### config.mk
export PLATFORM = sky130hd
export DESIGN_NAME = ex_muldiv_unit_flat
export DESIGN_NICKNAME = d
export VERILOG_FILES = /design/src/rtl/ex_muldiv_unit_if.sv /design/src/rtl/ex_muldiv_unit.sv /design/src/flat_wrapper.sv
export SDC_FILE = /design/constraint.sdc
export NUM_CORES = 1
export LEC_CHECK = 0
export BUFFER_PORTS_ARGS = -buffer_cell sky130_fd_sc_hd__buf_2
export CORE_ASPECT_RATIO = 0.6
export CORE_MARGIN = 2
export CORE_UTILIZATION = 45
export DETAILED_ROUTE_END_ITERATION = 6
export GPL_ROUTABILITY_DRIVEN = 0
export HOLD_SLACK_MARGIN = 0.03
export PLACE_DENSITY_LB_ADDON = 0.05
export SETUP_SLACK_MARGIN = 0.5
export SYNTH_ARGS = -nofsm -noshare
export SYNTH_HDL_FRONTEND = slang
export SYNTH_SLANG_ARGS = --single-unit
### constraint.sdc
create_clock -name clk -period 9.74 [get_ports clk]
set_input_delay 0.487 -clock clk [delete_from_list [all_inputs] [get_ports clk]]
set_output_delay 0.487 -clock clk [all_outputs]
set_load 0.01 [all_outputs]
### src/rtl/ex_muldiv_unit_if.sv
// Operand/control bundle between the ID/EX stage and the multiply/divide unit.
// The issuing stage drives the master side; the unit returns HI/LO, busy and done.
interface ex_muldiv_unit_if #(
   parameter int WIDTH = 32
) ();
   logic             start;
   logic [1:0]       op;
   logic [WIDTH-1:0] A_in;
   logic [WIDTH-1:0] B_in;
   logic             mthi;
   logic             mtlo;
   logic [WIDTH-1:0] hi;
   logic [WIDTH-1:0] lo;
   logic             busy;
   logic             done;

   modport master (
      output start, op, A_in, B_in, mthi, mtlo,
      input  hi, lo, busy, done
   );

   modport slave (
      input  start, op, A_in, B_in, mthi, mtlo,
      output hi, lo, busy, done
   );
endinterface

### src/rtl/ex_muldiv_unit.sv
// Iterative MULT/MULTU/DIV/DIVU unit holding HI/LO for the EX stage.
// Works on operand magnitudes for WIDTH cycles, then applies sign fix-up in one extra cycle.
module ex_muldiv_unit #(
   parameter int WIDTH = 32
) (
   input  logic         clk,
   input  logic         reset,
   ex_muldiv_unit_if.slave bus
);
   localparam int CNT_W = $clog2(WIDTH);

   typedef enum logic [1:0] {S_IDLE, S_RUN, S_FIX} state_t;

   state_t             r_state;
   state_t             w_state_next;
   logic [1:0]         r_op;
   logic               r_sign_a;
   logic               r_sign_b;
   logic [CNT_W-1:0]   r_count;
   logic [WIDTH-1:0]   r_rem;
   logic [WIDTH-1:0]   r_quo;
   logic [WIDTH-1:0]   r_b;
   logic [WIDTH-1:0]   r_hi;
   logic [WIDTH-1:0]   r_lo;
   logic               r_done;

   logic               w_neg_a;
   logic               w_neg_b;
   logic [WIDTH-1:0]   w_abs_a;
   logic [WIDTH-1:0]   w_abs_b;
   logic [WIDTH:0]     w_mul_sum;
   logic [WIDTH:0]     w_div_shift;
   logic               w_div_ge;
   logic [WIDTH-1:0]   w_div_diff;
   logic [2*WIDTH-1:0] w_prod;
   logic [2*WIDTH-1:0] w_prod_fix;
   logic [WIDTH-1:0]   w_quo_fix;
   logic [WIDTH-1:0]   w_rem_fix;
   logic               w_sign_diff;

   // op[0] selects the signed variants; unsigned operands are taken raw.
   assign w_neg_a = bus.op[0] & bus.A_in[WIDTH-1];
   assign w_neg_b = bus.op[0] & bus.B_in[WIDTH-1];
   assign w_abs_a = w_neg_a ? -bus.A_in : bus.A_in;
   assign w_abs_b = w_neg_b ? -bus.B_in : bus.B_in;

   // Multiply: {r_rem, r_quo} is the accumulator/multiplier pair, shifted right each step.
   assign w_mul_sum = {1'b0, r_rem} + (r_quo[0] ? {1'b0, r_b} : {(WIDTH+1){1'b0}});

   // Divide: r_quo shifts the dividend out of its top while quotient bits enter at the bottom.
   assign w_div_shift = {r_rem, r_quo[WIDTH-1]};
   assign w_div_ge    = (w_div_shift >= {1'b0, r_b});
   assign w_div_diff  = w_div_shift[WIDTH-1:0] - r_b;

   assign w_sign_diff = r_sign_a ^ r_sign_b;
   assign w_prod      = {r_rem, r_quo};
   assign w_prod_fix  = w_sign_diff ? -w_prod : w_prod;
   // A zero divisor yields an all-ones quotient regardless of operand signs.
   assign w_quo_fix   = (r_b == '0) ? '1 : (w_sign_diff ? -r_quo : r_quo);
   assign w_rem_fix   = r_sign_a ? -r_rem : r_rem;

   always_comb begin
      w_state_next = r_state;
      case (r_state)
         S_IDLE:  if (bus.start) w_state_next = S_RUN;
         S_RUN:   if (r_count == CNT_W'(WIDTH-1)) w_state_next = S_FIX;
         S_FIX:   w_state_next = S_IDLE;
         default: w_state_next = S_IDLE;
      endcase
   end

   always_ff @(posedge clk or posedge reset) begin
      if (reset) begin
         r_state <= S_IDLE;
      end else begin
         r_state <= w_state_next;
      end
   end

   always_ff @(posedge clk or posedge reset) begin
      if (reset) begin
         r_op     <= '0;
         r_sign_a <= 1'b0;
         r_sign_b <= 1'b0;
         r_count  <= '0;
         r_rem    <= '0;
         r_quo    <= '0;
         r_b      <= '0;
         r_hi     <= '0;
         r_lo     <= '0;
         r_done   <= 1'b0;
      end else begin
         r_done <= 1'b0;
         case (r_state)
            S_IDLE: begin
               if (bus.start) begin
                  r_op     <= bus.op;
                  r_sign_a <= w_neg_a;
                  r_sign_b <= w_neg_b;
                  r_count  <= '0;
                  r_rem    <= '0;
                  r_quo    <= w_abs_a;
                  r_b      <= w_abs_b;
               end else begin
                  if (bus.mthi) r_hi <= bus.A_in;
                  if (bus.mtlo) r_lo <= bus.A_in;
               end
            end
            S_RUN: begin
               r_count <= r_count + 1'b1;
               if (r_op[1]) begin
                  r_rem <= w_div_ge ? w_div_diff : w_div_shift[WIDTH-1:0];
                  r_quo <= {r_quo[WIDTH-2:0], w_div_ge};
               end else begin
                  r_rem <= w_mul_sum[WIDTH:1];
                  r_quo <= {w_mul_sum[0], r_quo[WIDTH-1:1]};
               end
            end
            S_FIX: begin
               r_done <= 1'b1;
               if (r_op[1]) begin
                  r_hi <= w_rem_fix;
                  r_lo <= w_quo_fix;
               end else begin
                  r_hi <= w_prod_fix[2*WIDTH-1:WIDTH];
                  r_lo <= w_prod_fix[WIDTH-1:0];
               end
            end
            default: ;
         endcase
      end
   end

   assign bus.hi   = r_hi;
   assign bus.lo   = r_lo;
   assign bus.busy = (r_state != S_IDLE);
   assign bus.done = r_done;
endmodule

### src/flat_wrapper.sv
// flat-port wrapper written by rule: the top's interface ports become plain ports
module ex_muldiv_unit_flat 
#(
   parameter int WIDTH = 32
)
  (clk, reset, bus_start, bus_op, bus_A_in, bus_B_in, bus_mthi, bus_mtlo, bus_hi, bus_lo, bus_busy, bus_done);
  ex_muldiv_unit_if #(.WIDTH(WIDTH)) bus_i ();
  input  logic clk;
  input  logic reset;
  input wire logic [$bits(bus_i.start)-1:0] bus_start;
  input wire logic [$bits(bus_i.op)-1:0] bus_op;
  input wire logic [$bits(bus_i.A_in)-1:0] bus_A_in;
  input wire logic [$bits(bus_i.B_in)-1:0] bus_B_in;
  input wire logic [$bits(bus_i.mthi)-1:0] bus_mthi;
  input wire logic [$bits(bus_i.mtlo)-1:0] bus_mtlo;
  output wire logic [$bits(bus_i.hi)-1:0] bus_hi;
  output wire logic [$bits(bus_i.lo)-1:0] bus_lo;
  output wire logic [$bits(bus_i.busy)-1:0] bus_busy;
  output wire logic [$bits(bus_i.done)-1:0] bus_done;
  assign bus_i.start = bus_start;
  assign bus_i.op = bus_op;
  assign bus_i.A_in = bus_A_in;
  assign bus_i.B_in = bus_B_in;
  assign bus_i.mthi = bus_mthi;
  assign bus_i.mtlo = bus_mtlo;
  assign bus_hi = bus_i.hi;
  assign bus_lo = bus_i.lo;
  assign bus_busy = bus_i.busy;
  assign bus_done = bus_i.done;
  ex_muldiv_unit #(.WIDTH(WIDTH)) u_core (.clk(clk), .reset(reset), .bus(bus_i));
endmodule
Word-level counts from Yosys, hierarchy flattened
Cells that the tools add are included.
W data, S select, Z words.
{"block": "word_totals", "wordCells": 69, "input_bits": 71, "regBits": 172}
{"block": "classes", "n_reduce_logical": 10, "n_addsub": 8, "bitwise": 3, "mux": 28, "order_cmp": 1, "eq_ne": 8}
{"cell": "$mux W32", "count": 17}
{"cell": "$pmux W32 S2", "count": 4}
{"cell": "$neg A32 Y32", "count": 4}
{"cell": "$mux W64", "count": 1}
{"cell": "$neg A64 Y64", "count": 1}
{"cell": "$add A32 B33 Y33", "count": 1}
{"cell": "$ge A33 B32 Y1", "count": 1}
{"cell": "$logic_not A32 Y1", "count": 1}
{"cell": "$sub A32 B32 Y32", "count": 1}
{"cell": "$pmux W5 S2", "count": 1}
{"cell": "$ne A2 B2 Y1 const B", "count": 4}
{"cell": "$reduce_and A2 Y1", "count": 3}
{"cell": "$reduce_and A3 Y1", "count": 2}
{"cell": "$reduce_bool A2 Y1", "count": 3}
{"cell": "$add A5 B1 Y5 const B", "count": 1}
{"cell": "$eq A5 B5 Y1 const B", "count": 1}
{"cell": "$mux W5", "count": 1}
{"cell": "$mux W2", "count": 2}
{"cell": "$pmux W2 S2", "count": 1}
{"cell": "$and A1 B1 Y1", "count": 2}
{"cell": "$eq A2 B1 Y1 const B", "count": 1}
{"cell": "$eq A2 B2 Y1 const B", "count": 1}
{"cell": "$logic_not A2 Y1", "count": 1}
{"cell": "$ne A2 B1 Y1 const B", "count": 1}
{"cell": "2 further kinds", "count": 2}

Longest topological paths before layout
Gate-level depths: netlist of run 1.
{"block": "depth", "ltp_word": 5, "ltp_mapped": 14, "mapped_depth_nobuf": 13}

Least setup slack after synthesis of run 1
Ideal clock, no wire load.
{"block": "synth_timing", "path_kind": "reg2reg", "from": "register u_core.r_quo[0]", "to": "register u_core.r_rem[18]", "slack_ns": 6.481, "t_arrival_ns": 3.133, "required_time_ns": 9.614, "path_stages_with_launch": 14, "setup_ns": 0.126, "path_cell_list": "dfrtp_1 -> inv_1 -> clkbuf_1 -> nor2_1 -> ha_1 -> a21oi_1 -> o21ai_0 -> o41ai_4 -> nor3_1 -> or3_1 -> a21o_1 -> a21oi_1 -> xnor2_1 -> a221o_1"}
{"block": "synth_via", "elab_chain_len": 4}
{"item": "start: declaration", "line": "ex_muldiv_unit.sv:21", "source": "logic [WIDTH-1:0] r_quo;"}
{"item": "start signal: assignment", "line": "ex_muldiv_unit.sv:102", "source": "r_quo <= w_abs_a;"}
{"item": "start signal: assignment", "line": "ex_muldiv_unit.sv:113", "source": "r_quo <= {r_quo[WIDTH-2:0], w_div_ge};"}
{"item": "start signal: assignment", "line": "ex_muldiv_unit.sv:116", "source": "r_quo <= {w_mul_sum[0], r_quo[WIDTH-1:1]};"}
{"item": "$mux W32", "line": "ex_muldiv_unit.sv:48", "source": "assign w_mul_sum = {1'b0, r_rem} + (r_quo[0] ? {1'b0, r_b} : {(WIDTH+1){1'b0}});"}
{"item": "$add A32 B33 Y33", "line": "ex_muldiv_unit.sv:48"}
{"item": "$mux W32", "line": "ex_muldiv_unit.sv:111", "source": "if (r_op[1]) begin"}
{"item": "$pmux W32 S2", "line": "ex_muldiv_unit.sv:94", "source": "case (r_state)"}
{"item": "end signal: assignment", "line": "ex_muldiv_unit.sv:112", "source": "r_rem <= w_div_ge ? w_div_diff : w_div_shift[WIDTH-1:0];"}
{"item": "end signal: assignment", "line": "ex_muldiv_unit.sv:115", "source": "r_rem <= w_mul_sum[WIDTH:1];"}
{"item": "end: declaration", "line": "ex_muldiv_unit.sv:20", "source": "logic [WIDTH-1:0] r_rem;"}
Every way passes these cells.
A chain may end at the register's enable or synchronous reset.

Final worst setup path of run 1
{"block": "layout_timing", "from": "register u_core.r_quo[31]", "to": "register u_core.r_rem[28]"}
{"block": "layout_via", "elab_chain_len": 4}
{"item": "$sub A32 B32 Y32 or $ge A33 B32 Y1 (tied branches)", "line": "ex_muldiv_unit.sv:53, ex_muldiv_unit.sv:52"}
{"item": "$mux W32 (*)", "line": "ex_muldiv_unit.sv:112"}
{"item": "$mux W32 (*)", "line": "ex_muldiv_unit.sv:111"}
{"item": "$pmux W32 S2 (*)", "line": "ex_muldiv_unit.sv:94"}
Every way passes the cells marked *; elsewhere a longest branch is shown, timed or not.

==> impl_metrics.tcl, run 1 <==
set metrics [dict create \
    synth_area_leaders "dfrtp_1, a21oi_1, xnor2_1" \
    n_antenna_cell 0 \
    finalClockSkew_ps 12.6 \
    cts_tree "yes" \
    cap_violations 0 \
    drc 0 \
    syn_nets 1916 \
    p_leak_nw 6.88 \
    root_buffer "clkbuf_16" \
    grt_overflow 0 \
    synth-edff-count 0 \
    routedWlPerCell_microns 23.2 \
    die_x_microns 236 \
    die_height_microns 143 \
    syn_area_per_cell_sq_um 8.17 \
    grt_max_degree 99 \
    clkTransAtPathRegs_ps 80 \
    drt_first_pass_iters 5 \
    htreeDepth 4 \
    final_net_count 1990 \
    yosysWarnings 0 \
    ant_nets 0 \
    numCtsBuffers 17 \
    timing.fmax_mhz 226 \
    status "complete, no violations" \
    num_vias 14072 \
    fin_area_sq_um 16000 \
    clock_path_buffers 2 \
    start_kind "flop" \
    period_minus_slack_ps 4420 \
    setup_viol 0 \
    slew_headroom_pct 21.9 \
    cp_max_fo 5 \
    seqCellArea_sq_um 4280 \
    power.density_nw_per_um2 423 \
    synth.distinct_cells 99 \
    drive_gt1_share_pct 13.3 \
    die_area_sq_um 33700 \
    io_buffers 136 \
    cts-resized-gates 0 \
    post-cts-setup-buffers 0 \
    netlist_area_sq_um 14500 \
    ys_seq_area_share_pct 29.5 \
    placed_cell_area_sq_um 15400 \
    final_hold_viol_count 0 \
    initial_core_util_pct 46.1 \
    hold_path.class "primary input to asynchronous set/reset pin" \
    rows 50 \
    syn_inst 1773 \
    ir_drop_uv 196 \
    grt_antenna_before_repair 0 \
    slew_violations 0 \
    critical_path_class "flop to flop" \
    multi_input_area_sq_um 9520 \
    worst_slew_pin_slew_ps 1170 \
    synth_common_cells "a21oi_1, dfrtp_1, nor2_1, nand2_1, xnor2_1" \
    synth_largest_area_cell "dfrtp_1" \
    cp_data_arrival_time_ps 4760 \
    rsz0062_at_grt "no" \
    areaGrowthSynthToFinish_pct 10.5 \
    track_usage_pct 31.5 \
    grt_pass1_vias 12795 \
    critPathCaptureType "flop" \
    routed_wl_microns 52900 \
    synth_top_cell_area_share_pct 29.5 \
    yosysMostFrequentCell "a21oi_1" \
    cts_hold_buf 0 \
    synthArstFlopShare_pct 100 \
    drtIter0Drc 1602 \
    ys.flop_type "dfrtp_1" \
    dp_hpwl_microns 39400 \
    via_per_inst 6.18 \
    grt_pass1_wl_microns 80500 \
    period_share_pct 45.4 \
    core-area_sq_um 31400 \
    io_pins 137 \
    clkSinkCount 171 \
    num-fill-cells 3111 \
    timing.setup.tns_ps 0 \
    critPathRequiredTime_ps 10080 \
    ys_seq_elements 171 \
    clk_latency_ps 460 \
]
## per-layer routing
layer / wire (microns) / vias up / part of all wire [%] / global-route usage, %
met2: 19100 / 668 / 36 / 39.0
li1: - / 6590 / - / -
met3: 6180 / 37 / 12 / 9.72
met5: 77 / - / 0.15 / 1.73
met4: 429 / 2 / 0.81 / 5.53
met1: 27100 / 6775 / 51 / 51.3
## area by class of cell
class,instances,share of cell area [%]
clock buffers,20,2.79
clock inverters,12,0.712
inverters,82,1.96
multi-input cells,1423,59.5
flip-flops and latches,171,26.8
well taps,416,3.25
repair buffers,152,5.01
## sequential cells by signal, summed over array words and instances, names as in the netlist
register	count
u_core.bus.lo	32
u_core.r_op	1
u_core.bus.done	1
u_core.r_quo	32
u_core.r_state	2
u_core.r_count	5
u_core.r_sign_b	1
u_core.bus.hi	32
u_core.r_b	32
u_core.r_rem	32
u_core.r_sign_a	1
## layout by cell type (no fill, tap or decap), drive strengths merged, types with 45 or more instances in the layout
cell type,Yosys,routed
a211oi,45,45
buf,17,152
nand2,161,161
mux2i,67,67
ha,70,70
o21ai,159,159
xor2,53,53
xnor2,104,104
dfrtp,171,171
inv,81,85
nor2,169,169
a21oi,195,195
## cells by family (layout without fill, tap and decap cells)
group / count (synthesis) / count (layout) / synth area share [%]
mux: 77 / 77 / 5.41
compound gates: 579 / 579 / 25.9
xor+xnor: 157 / 157 / 9.50
buf+inv: 179 / 266 / 5.01
simple gates: 538 / 538 / 18.3
fa+ha+maj: 72 / 72 / 6.32
flops: 171 / 171 / 29.5
## power breakdown
group,internal [mW],total [mW],switching [mW]
Sequential,1.07,1.58,0.516
Clock,0.362,0.695,0.333
Combinational,1.80,4.49,2.69
## through the flow
step / hold slack (ps) / total power, mW / utilization, % / setup WS [ps] / std cells
6_report: 235 / 6.77 / 50.9 / 5320 / 2276
5_1_grt: 279 / 7.26 / 50.9 / 5260 / 2276
4_1_cts: 236 / 6.65 / 50.9 / 5500 / 2276
3_5_place_dp: 472 / 5.93 / 49.1 / 5520 / 2244
3_3_place_gp: 464 / 5.90 / 49.1 / 5540 / 2244
2_1_floorplan: 449 / 4.70 / - / 4620 / 1773
## path summary, 6_finish.rpt
| check | endpoint | depth (start not counted) | slack (ps) | from |
|---|---|---|---|---|
| max reg2reg | u_core.r_rem[28] | 13 | 5320 | u_core.r_quo[31] |
| min | u_core.bus.hi[16] | 2 | 240 | reset |
| max | u_core.r_rem[28] | 13 | 5320 | u_core.r_quo[31] |
| min reg2reg | u_core.r_b[18] | 2 | 480 | u_core.r_b[18] |
| max in group asynchronous | u_core.r_op[1] | 3 | 7770 | reset |
| min in group clk | u_core.r_op[1] | 3 | 250 | bus_op[1] |
## critical path: stages (launching register included)
cell and delay [ps]:
dfrtp_1 450, inv_1 110, ha_1 170, inv_1 70, fa_1 410, a21o_1 220
a221oi_1 840, o211ai_1 220, a211oi_1 670, a21boi_1 200, o41ai_1 500, o21ai_0 210
xnor2_1 170, o21ai_1 70
No activity file was read; power rests on OpenSTA's default activity.
==> run 2: changes to the inputs <==
clock period = 4.62 ns   (was 9.74 ns; I/O delays follow)
==> run 2 against run 1 <==
Sequential share of layout area decreased by 0.38 points; first-iteration DRC count is 4.2% lower; maximum frequency up 11%; clock skew up 4.0 ps; via count grew 0.75%; count of clock-buffer cells in the layout up 3; non-clock buffer count increased by 19; routed wire length grew 1.1%; utilization grew 0.74 points; register-to-register slack got worse by 4700 ps; combinational power is 120% higher; design area up 1.4%; critical endpoint is now u_core.r_rem[30]; largest cell class unchanged.
==> impl_metrics.tcl, run 2 (synthesis results as in run 1) <==
set metrics [dict create \
    wl_met3_microns 6020 \
    whs_path_depth 3 \
    ant_nets 0 \
    clkSinkCount 171 \
    grt_overflow 0 \
    cts_tree "yes" \
    die_area_sq_um 33700 \
    htreeDepth 4 \
    finalClockSkew_ps 16.6 \
    hold_path.class "primary input to flop" \
    highest_layer "met4" \
    setup_viol 0 \
    grt_pass1_vias 12718 \
    cp_max_fo 11 \
    drt_first_pass_iters 5 \
    status "complete, no violations" \
    drc 0 \
    io_pins 137 \
    critPathRequiredTime_ps 4970 \
    drtIter0Drc 1534 \
    p_leak_nw 6.99 \
    cp_data_arrival_time_ps 4350 \
    r2r_cells 12 \
    num_vias 14177 \
    period_share_pct 86.5 \
    numCtsBuffers 17 \
    core-area_sq_um 31400 \
    die_x_microns 236 \
    final_hold_viol_count 0 \
    cap_violations 0 \
    worst_slack_ps 622 \
    die_height_microns 143 \
    routedWlPerCell_microns 23.3 \
    period_minus_slack_ps 4000 \
    pwr-share-comb_pct 67.2 \
    via_per_inst 6.17 \
    drive_gt1_share_pct 14.4 \
    dr_wl_met2_microns 19500 \
    io_buffers 136 \
    root_buffer "clkbuf_16" \
    swShare_pct 51.9 \
    power_frac_seq_pct 22.4 \
    utilization_pct 51.7 \
    layout_common_cells "a21oi_1, dfrtp_1, nor2_1, nand2_1, buf_2" \
    clkTransAtPathRegs_ps 80 \
    p_int_mw 7.01 \
    timing.fmax_mhz 250 \
    critPathCaptureType "flop" \
    grt_pass1_wl_microns 80800 \
    start_kind "flop" \
    slew_violations 0 \
    dp_hpwl_microns 40700 \
    track_usage_pct 31.8 \
    power.density_nw_per_um2 898 \
    n_antenna_cell 0 \
    worst_slew_pin_slew_ps 1390 \
    final_net_count 2010 \
    preCtsSetupSlack_ps 477 \
    timing.setup.tns_ps 0 \
    initial_core_util_pct 46.1 \
    clock_path_buffers 2 \
    rows 50 \
    grt_antenna_before_repair 0 \
    clk_latency_ps 460 \
    p_switching_mw 7.56 \
    rsz0062_at_grt "no" \
    layout_commonest_cell "a21oi_1" \
    ir_drop_uv 360 \
    post-cts-setup-buffers 0 \
    areaGrowthSynthToFinish_pct 12.1 \
    p_clk_share_pct 10.4 \
    routed_wl_microns 53500 \
    slew_headroom_pct 7.54 \
    critical_path_class "flop to flop" \
    met1_length_microns 27400 \
    grt_max_degree 66 \
]
run 2: what timing repair did:
item                                    in CTS  in global routing
endpoints found under the hold margin       29                  0
pin swaps                                    0                  1
endpoints found under the setup margin       4                  7
resized for setup                            1                  5
cloned                                       0                  1
hold buffers                                 2                  0
run 2: power by group through the flow:
stage          sequential, mW  clock, mW  combinational [mW]
6_report                 3.26       1.52                9.79
5_1_grt                  3.35       1.59                10.6
4_1_cts                  3.22       1.52                9.47
3_5_place_dp             3.24          0                9.39
3_3_place_gp             3.23          0                9.37
2_1_floorplan            2.98          0                6.93
run 2: critical path: stages (launching register included):
cell and delay [ps]:
dfrtp_1 510, clkinvlp_4 350, nor2_1 190, ha_1 300, o21ai_1 140, nor4_2 700, o41ai_4 220, nor3_1 490
a211o_1 330, a31oi_1 180, mux2i_1 150, o21ai_0 240, a2bb2oi_2 70
run 2: stage by stage:
step,instance area (sq um),hold slack (ps),instances,power (mW)
after global placement,15600,386,2261,12.6
after CTS,16200,39.3,2295,14.2
after detailed placement,15600,385,2261,12.6
after floorplan,14500,348,1773,9.91
final,16200,52.8,2296,14.6
after global routing,16200,73.5,2296,15.6
run 2: layout make-up:
type,count,area [sq um]
Clock inverter,9,110
Clock buffer,23,478
Fill cell,3073,15200
Timing Repair Buffer,171,961
Multi-Input combinational cell,1424,9560
Tap cell,416,520
Sequential cell,171,4280
Inverter,82,315
run 2: layer usage:
layer	track usage (%)	up-vias
li1	-	6640
met1	50.9	6843
met2	39.6	648
met3	10.6	46
met4	6.00	0
met5	0	-
run 2: worst paths after layout:
path,from,to,slack [ps]
max reg2reg,u_core.r_quo[0],u_core.r_rem[30],620
min,bus_B_in[1],u_core.r_b[1],50
max in group asynchronous,reset,u_core.r_quo[6],2970
max,u_core.r_quo[0],u_core.r_rem[30],620
min reg2reg,u_core.r_b[17],u_core.r_b[17],480
min in group asynchronous,reset,u_core.r_rem[23],440
==> run 3: changes to the inputs <==
RECOVER_POWER = 100   (was not set)
==> run 3 against run 2 <==
The flow now finishes with violations (capacitance limit, slew limit); sequential share of layout area up 0.42 points; critical path depth down 1; maximum frequency decreased by 4.9%; largest power group unchanged.
==> impl_metrics.tcl, run 3 (synthesis results as in run 1) <==
set metrics [dict create \
    num-fill-cells 3143 \
    drtIter0Drc 1722 \
    critical_path_class "flop to flop" \
    pwr-share-comb_pct 66.7 \
    track_usage_pct 31.8 \
    layout_commonest_cell "a21oi_1" \
    critPathCaptureType "flop" \
    preCtsSetupSlack_ps 477 \
    layout_common_cells "a21oi_1, dfrtp_1, nor2_1, nand2_1, o21ai_0" \
    numCtsBuffers 17 \
    worst_slew_pin_slew_ps 3130 \
    cts_tree "yes" \
    start_kind "flop" \
    setup_viol 0 \
    grt_max_degree 66 \
    areaGrowthSynthToFinish_pct 10.3 \
    clk_latency_ps 460 \
    rows 50 \
    drive_gt1_share_pct 9.47 \
    power_frac_seq_pct 22.7 \
    finalClockSkew_ps 15.0 \
    num_vias 14263 \
    clock_path_buffers 2 \
    grt_util_met1_pct 50.9 \
    violations "capacitance limit, slew limit" \
    die_area_sq_um 33700 \
    die_height_microns 143 \
    grtUsageMet2_pct 39.6 \
    utilization_pct 50.8 \
    io_pins 137 \
    via_per_inst 6.21 \
    slew_headroom_pct -108 \
    ir_drop_uv 358 \
    clkSinkCount 171 \
    p_leak_nw 6.69 \
    routed_wl_microns 53600 \
    die_x_microns 236 \
    clkTransAtPathRegs_ps 70 \
    cp_max_fo 21 \
    final_hold_viol_count 0 \
    grt.busiest_layer "met1" \
    worst_slack_ps 417 \
    hold_path.class "primary input to flop" \
    core-area_sq_um 31400 \
    p_clk_share_pct 10.6 \
    period_minus_slack_ps 4200 \
    p_int_mw 6.86 \
    drc 0 \
    grt_pass1_wl_microns 80800 \
    cp_data_arrival_time_ps 4540 \
    grt_pass1_vias 12718 \
    io_buffers 136 \
    grt_use_met3_pct 10.6 \
    rsz0062_at_grt "no" \
    n_antenna_cell 0 \
    drt_first_pass_iters 7 \
    critPathRequiredTime_ps 4950 \
    grt_antenna_before_repair 0 \
    root_buffer "clkbuf_16" \
    htreeDepth 4 \
    grt_overflow 0 \
    final_net_count 2010 \
    timing.setup.tns_ps 0 \
    slew_violations 217 \
    dp_hpwl_microns 40700 \
    status "complete, but fails checks" \
    routedWlPerCell_microns 23.3 \
    ant_nets 0 \
    swShare_pct 52.2 \
    cap_violations 5 \
    p_switching_mw 7.50 \
    timing.fmax_mhz 238 \
    period_share_pct 91.0 \
    power.density_nw_per_um2 899 \
    initial_core_util_pct 46.1 \
]
[run 3: cell count changes in the layout (fill, tap and decap cells not counted), sizes merged]
cell,change
clkbuf,+74
buf,-74
[run 3: final timing paths]
check	from	to	slack, ps	depth (start not counted)
setup / recovery	u_core.r_rem[14]	u_core.r_rem[3]	420	11
hold / removal	bus_B_in[1]	u_core.r_b[1]	60	3
setup reg to reg	u_core.r_rem[14]	u_core.r_rem[3]	420	11
hold reg to reg	u_core.r_b[17]	u_core.r_b[17]	480	2
max in group asynchronous	reset	u_core.r_quo[6]	1180	5
min in group asynchronous	reset	u_core.r_rem[23]	1030	4
[run 3: routing by layer]
layer | up-vias | share of wire [%]
met5 | - | 0
met4 | 0 | 1.1
met3 | 37 | 11
met2 | 648 | 36
met1 | 6932 | 51
li1 | 6646 | -
[run 3: power by group through the flow]
| stage | sequential, mW | clock [mW] | combinational [mW] |
|---|---|---|---|
| detailed placement | 3.24 | 0 | 9.39 |
| floorplan | 2.98 | 0 | 6.93 |
| global route | 3.34 | 1.59 | 10.4 |
| finish | 3.26 | 1.52 | 9.58 |
| global placement | 3.23 | 0 | 9.37 |
| CTS | 3.22 | 1.52 | 9.47 |
[run 3: cell type report]
type | instances | area (sq um) | area share (%)
inverter | 82 | 315 | 1.97
clock inverter | 9 | 110 | 0.690
timing repair buffer | 171 | 853 | 5.34
multi-input combinational | 1424 | 9410 | 58.9
clock buffer | 23 | 478 | 2.99
tap | 416 | 520 | 3.26
sequential | 171 | 4280 | 26.8
[run 3: stage by stage]
stage          hold slack (ps)  instance area, sq um  std cells  power (mW)
2_1_floorplan              348                 14500       1773        9.91
3_3_place_gp               386                 15600       2261        12.6
3_5_place_dp               385                 15600       2261        12.6
4_1_cts                   39.3                 16200       2295        14.2
5_1_grt                   73.5                 16000       2296        15.3
6_report                  55.0                 16000       2296        14.4
[run 3: what timing repair did]
action,in CTS,in global routing
hold buffers,2,0
setup buffers,0,0
pin swaps,0,1
gates cloned,0,1
resized for setup,1,5
setup endpoints to repair,4,7
hold endpoints to repair,29,0
[run 3: worst max-delay path, cell delays in order, from the launching register on]
cell      delay [ps]
dfrtp_1          500
ha_1             460
and4_1           360
or4b_1           520
a211oi_2         340
o21a_2           220
nor3_2           100
o221ai_2         710
buf_12           280
mux2_2           350
a21oi_1          160
nor2_1            60
